==> src/rtl/matmul_responder_if.sv <==
`timescale 1ns/1ps
`default_nettype none
// ============================================================================
//  Module      : matmul_responder_if
//  Description : Handshake and data bus between the engine and one matrix
//                multiply responder. The engine drives enable/RW/matDecide
//                and the operand bus. The responder returns the product,
//                the fleg completion pulse and busy.
//  Ports       : none (signal bundle only)
//                enable     engine -> responder, level request
//                RW         engine -> responder, 1 = write operand, 0 = read
//                matDecide  engine -> responder, 0 = A, 1 = B (writes only)
//                dataInBus  engine -> responder, packed operand matrix
//                dataOut    responder -> engine, packed product matrix
//                fleg       responder -> engine, one-cycle completion pulse
//                busy       responder -> engine, high outside IDLE
//  Revision    : 1.0  initial release
// ============================================================================
interface matmul_responder_if #(
    parameter int BUS_W = 256
);
    logic             enable;
    logic             RW;
    logic             matDecide;
    logic [BUS_W-1:0] dataInBus;
    logic [BUS_W-1:0] dataOut;
    logic             fleg;
    logic             busy;

    modport master (
        output enable,
        output RW,
        output matDecide,
        output dataInBus,
        input  dataOut,
        input  fleg,
        input  busy
    );

    modport slave (
        input  enable,
        input  RW,
        input  matDecide,
        input  dataInBus,
        output dataOut,
        output fleg,
        output busy
    );
endinterface
`default_nettype wire

==> src/rtl/matmul_responder.sv <==
`timescale 1ns/1ps
`default_nettype none
// ============================================================================
//  Module      : matmul_responder
//  Description : Responder for the engine's enable/RW/matDecide/fleg
//                handshake. Writes latch operand A or B. A read computes
//                C = A x B with one multiply-accumulate per clock (DIM^3
//                cycles). It then presents C on dataOut and pulses fleg.
//  Ports       : clk    system clock, rising edge
//                RESET  asynchronous, active-low reset
//                bus    matmul_responder_if.slave (enable, RW, matDecide,
//                       dataInBus in; dataOut, fleg, busy out)
//  Options     : MATMUL_SAT_EN defined   -> product elements saturate at
//                                           all-ones
//                MATMUL_SAT_EN undefined -> product elements wrap modulo
//                                           2^ELEM_W
//  Revision    : 1.0  initial release
// ============================================================================
module matmul_responder #(
    parameter int ELEM_W = 16,
    parameter int DIM    = 4,     // only 4 is supported
    parameter int ACC_W  = 34     // >= 2*ELEM_W + 2
) (
    input  wire logic         clk,
    input  wire logic         RESET,
    matmul_responder_if.slave bus
);
    localparam int BUS_W  = DIM * DIM * ELEM_W;
    localparam int IDX_W  = $clog2(DIM);
    localparam int STEP_W = 3 * IDX_W;
    localparam int PROD_W = 2 * ELEM_W;
    localparam logic [IDX_W-1:0]  LAST_P    = '1;
    localparam logic [STEP_W-1:0] LAST_STEP = '1;

    typedef enum logic [2:0] {
        IDLE    = 3'd0,
        ACK     = 3'd1,
        COMPUTE = 3'd2,
        DONE    = 3'd3,
        RELEASE = 3'd4
    } state_t;

    state_t state;
    state_t state_next;

    logic [BUS_W-1:0]  a_mat;
    logic [BUS_W-1:0]  b_mat;
    logic [BUS_W-1:0]  c_mat;
    logic [BUS_W-1:0]  dout_q;
    logic [ACC_W-1:0]  acc;
    logic [STEP_W-1:0] step;
    logic              fleg_q;
    logic              busy_q;

    // The step counter walks row-major over C. The inner product index
    // occupies the low bits, so each C element takes DIM consecutive steps.
    logic [IDX_W-1:0]  row;
    logic [IDX_W-1:0]  col;
    logic [IDX_W-1:0]  p_idx;
    logic [ELEM_W-1:0] a_elem;
    logic [ELEM_W-1:0] b_elem;
    logic [PROD_W-1:0] prod;
    logic [ACC_W-1:0]  mac_sum;

    assign row    = step[STEP_W-1 -: IDX_W];
    assign col    = step[2*IDX_W-1 -: IDX_W];
    assign p_idx  = step[IDX_W-1:0];
    assign a_elem = a_mat[(int'(row)   * DIM + int'(p_idx)) * ELEM_W +: ELEM_W];
    assign b_elem = b_mat[(int'(p_idx) * DIM + int'(col))   * ELEM_W +: ELEM_W];
    assign prod   = PROD_W'(a_elem) * PROD_W'(b_elem);

    // The first term of each inner product restarts the sum, so the
    // accumulator never needs an explicit clear between C elements.
    assign mac_sum = ((p_idx == '0) ? '0 : acc) + ACC_W'(prod);

    // Narrow a finished inner product to one C element.
    function automatic logic [ELEM_W-1:0] reduce_elem(input logic [ACC_W-1:0] v);
`ifdef MATMUL_SAT_EN
        return (|v[ACC_W-1:ELEM_W]) ? {ELEM_W{1'b1}} : v[ELEM_W-1:0];
`else
        return v[ELEM_W-1:0];
`endif
    endfunction

    // ------------------------------------------------------------------
    // State register
    // ------------------------------------------------------------------
    always_ff @(posedge clk or negedge RESET) begin
        if (!RESET) begin
            state <= IDLE;
        end else begin
            state <= state_next;
        end
    end

    // ------------------------------------------------------------------
    // Next-state logic
    // ------------------------------------------------------------------
    always_comb begin
        state_next = state;
        unique case (state)
            IDLE: begin
                if (bus.enable) begin
                    state_next = bus.RW ? ACK : COMPUTE;
                end
            end
            ACK:     state_next = RELEASE;
            COMPUTE: begin
                if (step == LAST_STEP) begin
                    state_next = DONE;
                end
            end
            DONE:    state_next = RELEASE;
            // Wait for the engine to drop enable. This keeps a held
            // request from being accepted a second time.
            RELEASE: begin
                if (!bus.enable) begin
                    state_next = IDLE;
                end
            end
            default: state_next = IDLE;
        endcase
    end

    // ------------------------------------------------------------------
    // Datapath and registered outputs
    // ------------------------------------------------------------------
    always_ff @(posedge clk or negedge RESET) begin
        if (!RESET) begin
            a_mat  <= '0;
            b_mat  <= '0;
            c_mat  <= '0;
            dout_q <= '0;
            acc    <= '0;
            step   <= '0;
            fleg_q <= 1'b0;
            busy_q <= 1'b0;
        end else begin
            // fleg is high for exactly the cycle after ACK or DONE. Both
            // states always move to RELEASE, so the pulse clears itself.
            fleg_q <= (state == ACK) || (state == DONE);
            busy_q <= (state_next != IDLE);

            unique case (state)
                IDLE: begin
                    if (bus.enable) begin
                        if (bus.RW) begin
                            if (bus.matDecide) begin
                                b_mat <= bus.dataInBus;
                            end else begin
                                a_mat <= bus.dataInBus;
                            end
                        end else begin
                            step <= '0;
                            acc  <= '0;
                        end
                    end
                end
                COMPUTE: begin
                    acc  <= mac_sum;
                    step <= step + STEP_W'(1);
                    if (p_idx == LAST_P) begin
                        c_mat[(int'(row) * DIM + int'(col)) * ELEM_W +: ELEM_W]
                            <= reduce_elem(mac_sum);
                    end
                end
                DONE: begin
                    dout_q <= c_mat;
                end
                default: ;
            endcase
        end
    end

    assign bus.dataOut = dout_q;
    assign bus.fleg    = fleg_q;
    assign bus.busy    = busy_q;
endmodule
`default_nettype wire
==> src/flat_wrapper.sv <==
// flat-port wrapper written by rule: the top's interface ports become plain ports
module matmul_responder_flat 
#(
    parameter int ELEM_W = 16,
    parameter int DIM    = 4,                           
    parameter int ACC_W  = 34                       
)
  (clk, RESET, bus_enable, bus_RW, bus_matDecide, bus_dataInBus, bus_dataOut, bus_fleg, bus_busy);
  matmul_responder_if bus_i ();
  input  wire logic clk;
  input  wire logic RESET;
  input wire logic [$bits(bus_i.enable)-1:0] bus_enable;
  input wire logic [$bits(bus_i.RW)-1:0] bus_RW;
  input wire logic [$bits(bus_i.matDecide)-1:0] bus_matDecide;
  input wire logic [$bits(bus_i.dataInBus)-1:0] bus_dataInBus;
  output wire logic [$bits(bus_i.dataOut)-1:0] bus_dataOut;
  output wire logic [$bits(bus_i.fleg)-1:0] bus_fleg;
  output wire logic [$bits(bus_i.busy)-1:0] bus_busy;
  assign bus_i.enable = bus_enable;
  assign bus_i.RW = bus_RW;
  assign bus_i.matDecide = bus_matDecide;
  assign bus_i.dataInBus = bus_dataInBus;
  assign bus_dataOut = bus_i.dataOut;
  assign bus_fleg = bus_i.fleg;
  assign bus_busy = bus_i.busy;
  matmul_responder #(.ELEM_W(ELEM_W), .DIM(DIM), .ACC_W(ACC_W)) u_core (.clk(clk), .RESET(RESET), .bus(bus_i));
endmodule
==> config.mk <==
export PLATFORM = sky130hd
export DESIGN_NAME = matmul_responder_flat
export DESIGN_NICKNAME = d
export VERILOG_FILES = /design/src/rtl/matmul_responder_if.sv /design/src/rtl/matmul_responder.sv /design/src/flat_wrapper.sv
export SDC_FILE = /design/constraint.sdc
export NUM_CORES = 2
export LEC_CHECK = 0
export BUFFER_PORTS_ARGS = -buffer_cell sky130_fd_sc_hd__buf_2
export CAP_MARGIN = 20
export CORE_ASPECT_RATIO = 0.75
export CORE_MARGIN = 2
export CORE_UTILIZATION = 55
export CTS_BUF_LIST = sky130_fd_sc_hd__clkbuf_16
export DETAILED_ROUTE_END_ITERATION = 16
export PLACE_DENSITY = 0.87
export SLEW_MARGIN = 5
export SYNTH_ARGS = -nofsm -noshare
export SYNTH_HDL_FRONTEND = slang
export SYNTH_SLANG_ARGS = --single-unit
==> constraint.sdc <==
create_clock -name clk -period 9.8 [get_ports clk]
set_clock_uncertainty 0.05 [all_clocks]
set_input_delay 1.96 -clock clk [delete_from_list [all_inputs] [get_ports clk]]
set_output_delay 1.96 -clock clk [all_outputs]
set_load 0.02 [all_outputs]
==> results.json <==
{
  "status": "finished clean",
  "io_pins": 519,
  "avgSynthCellArea_um2": 13.62,
  "syn_inst": 3467,
  "route.detailed.drc": 0,
  "holdWs_ps": 422.4,
  "setup_viol": 0,
  "critical_path_class": "reg -> reg",
  "grt_first_pass_wirelength_um": 201200,
  "synthesis.nets": 3881,
  "tns_ps": 0,
  "async_flop_share_pct": 100.0,
  "crit_fanout": 47,
  "m1WireLength_um": 54290,
  "worst_pin_slew_ps": 1152,
  "hold_start": "u_core.c_mat[254]",
  "fmax_ghz": 0.1157,
  "grt_antenna_before_repair": 40,
  "max_cap_violations": 0,
  "grt_max_degree": 192,
  "cts_max_level": 3,
  "final_area_um2": 54490,
  "required_ps": 10310,
  "finalCritPeriodShare_pct": 88.18,
  "overflow": 0,
  "rsz0062_at_grt": "no",
  "syn_to_final_growth_pct": 15.41,
  "finalHoldViolations": 0,
  "dp_hpwl_um": 93290,
  "fin_util_pct": 63.80,
  "clkSinkCount": 1051,
  "wl_met2_um": 61690,
  "synth_top_area_share_pct": 55.70,
  "wl_um": 135200,
  "portBuffers": 518,
  "gp_congestion": 0.9367,
  "ctsHoldBuffers": 0,
  "first_iter_violations": 3282,
  "ant_nets": 0,
  "wl_per_cell_um": 26.01,
  "hold_path.class": "reg -> reg",
  "syn_area_um2": 47220,
  "cts_root_buf": "clkbuf_16",
  "dpl_cell_area_um2": 50830,
  "dr.max_layer_used": "met5",
  "yosysTopAreaCell": "dfrtp_1",
  "crit_start": "u_core.step[0]",
  "grt_util_all_layers_pct": 30.28,
  "clk_pin_slew_ps": 60,
  "core_um2": 85410,
  "insertion_delay_ps": 700,
  "wl_met3_um": 11690,
  "cp.arrival_ps": 9150,
  "synth_edf_count": 0,
  "synthTopCellsByArea": "dfrtp_1, mux2_2, mux4_2",
  "synth_seq_area_share_pct": 55.70,
  "rr_startpoint": "u_core.step[0]",
  "postCtsSetupRepairBufs": 0,
  "ys_types": 55,
  "yosys_warnings": 0,
  "rows": 93,
  "worstSetupEndpointType": "register",
  "first_pass_iters": 5,
  "fin_crit_ps": 8642,
  "die_h_um": 257.7,
  "dieArea_um2": 88230,
  "nets": 4356,
  "ctsResizeCount": 0,
  "grt_pass1_vias": 31950,
  "die_w_um": 342.3,
  "cts_tree": "built",
  "drive_gt1_share_pct": 40.78,
  "yosys_most_used_dff": "dfrtp_1",
  "num_vias": 31410,
  "cts_buffers": 96,
  "synth-seq-cells": 1051,
  "post_drt_via_cell_ratio": 6.043,
  "slew_viol_final": 0,
  "hold_path_depth": 2,
  "slew_headroom_pct": 23.04,
  "start_util_pct": 55.28,
  "startpoint_type": "register",
  "cts_buffer_depth": 3,
  "reg2reg_depth": 26
}
## path summary, 6_finish.rpt
check | to | slack (ps)
worst max-delay path | u_core.c_mat[59] | 1160
worst min-delay path | u_core.c_mat[254] | 420
worst max register to register | u_core.c_mat[59] | 1160
worst min register to register | u_core.c_mat[254] | 420
max in group asynchronous | u_core.bus.dataOut[244] | 6350
min in group asynchronous | u_core.a_mat[231] | 1310
## cell usage after synthesis, drive strengths merged, types with 11 or more instances
library cell	n
dfrtp	1051
mux2	780
nand2	395
o21ai	239
inv	167
clkbuf	157
mux4	130
fa	94
nor2	87
ha	59
buf	39
xnor2	36
nand2b	32
a21oi	30
mux2i	21
a221oi	17
o31ai	17
a22o	16
nor2b	16
a22oi	12
o22ai	11
## registers in the layout, summed over array words and instances (netlist names)
register            count
u_core.b_mat          256
u_core.bus.busy         1
u_core.bus.dataOut    256
u_core.a_mat          256
u_core.step             6
u_core.acc             16
u_core.c_mat          256
u_core.state            3
u_core.bus.fleg         1
## layout make-up
cell class                 instances  area [um2]
clock buffer                      97        2427
sequential                      1051       26320
fill                            5896       30920
inverter                         169       634.4
tap                             1140        1426
clock inverter                    81       793.3
timing repair buffer             573        3342
antenna                           35       87.58
multi-input combinational       2051       19470
## through the flow
stage / instances / worst slack, ps
2_1_floorplan: 3467 / 2390
3_3_place_gp: 4970 / 1544
3_5_place_dp: 4970 / 1337
4_1_cts: 5148 / 1302
5_1_grt: 5195 / 684.1
6_report: 5197 / 1158
## worst max-delay path, cell delays in order, from the launching register on
cell	delay, ps
dfrtp_4	1090
buf_4	490
mux4_2	580
mux4_2	560
inv_1	380
nor2_1	130
fa_1	370
inv_1	80
fa_1	390
inv_1	70
ha_1	220
ha_1	270
inv_1	60
fa_1	540
inv_1	70
fa_1	480
a21o_1	190
a21oi_1	310
o21bai_1	100
a21oi_1	230
nor2b_1	100
o21ai_0	160
nand2b_1	90
xnor2_1	150
nor2_1	780
nand2_1	230
o21ai_0	270
## logic make-up (layout without fill, tap and decap cells)
group                      after synthesis  count (layout)  share of synthesized area, %
muxes                                  931             931                         25.25
and+or+nand+nor                        567             567                         4.995
adders and majority gates              153             153                         5.549
xor gates and xnor gates                46              46                        0.9699
other                                    0              35                             0
DFF                                   1051            1051                         55.70
buffers and inverters                  365             920                         3.169
AOI/OAI and AO/OA                      354             354                         4.367
## metal layers
| layer | track usage, % | up-vias |
|---|---|---|
| li1 | - | 13010 |
| met1 | 42.86 | 16470 |
| met2 | 44.35 | 1554 |
| met3 | 6.795 | 379 |
| met4 | 15.63 | 2 |
| met5 | 0 | - |
## layout by cell type (no fill, tap or decap), types with 12 or more instances in the layout
cell type,synthesis,final
diode_2,0,35
clkbuf_16,0,97
mux2i_1,21,21
nand2b_1,32,32
buf_4,5,35
nand2_1,392,391
nor2_1,85,85
clkinv_1,2,25
ha_1,59,59
o21ai_1,12,12
inv_1,167,196
a21oi_1,30,30
o31ai_1,17,17
dfrtp_1,1051,1047
o21ai_0,226,226
a221oi_1,12,12
mux4_2,130,130
bufinv_16,0,12
buf_16,0,12
fa_1,94,94
xnor2_1,35,34
buf_2,11,517
mux2_2,776,776
nor2b_1,16,16
a22o_1,16,16
Power is left out: the tool's default activity adds up to more than one toggle a clock period on the data nets, which glitch-free logic cannot reach.
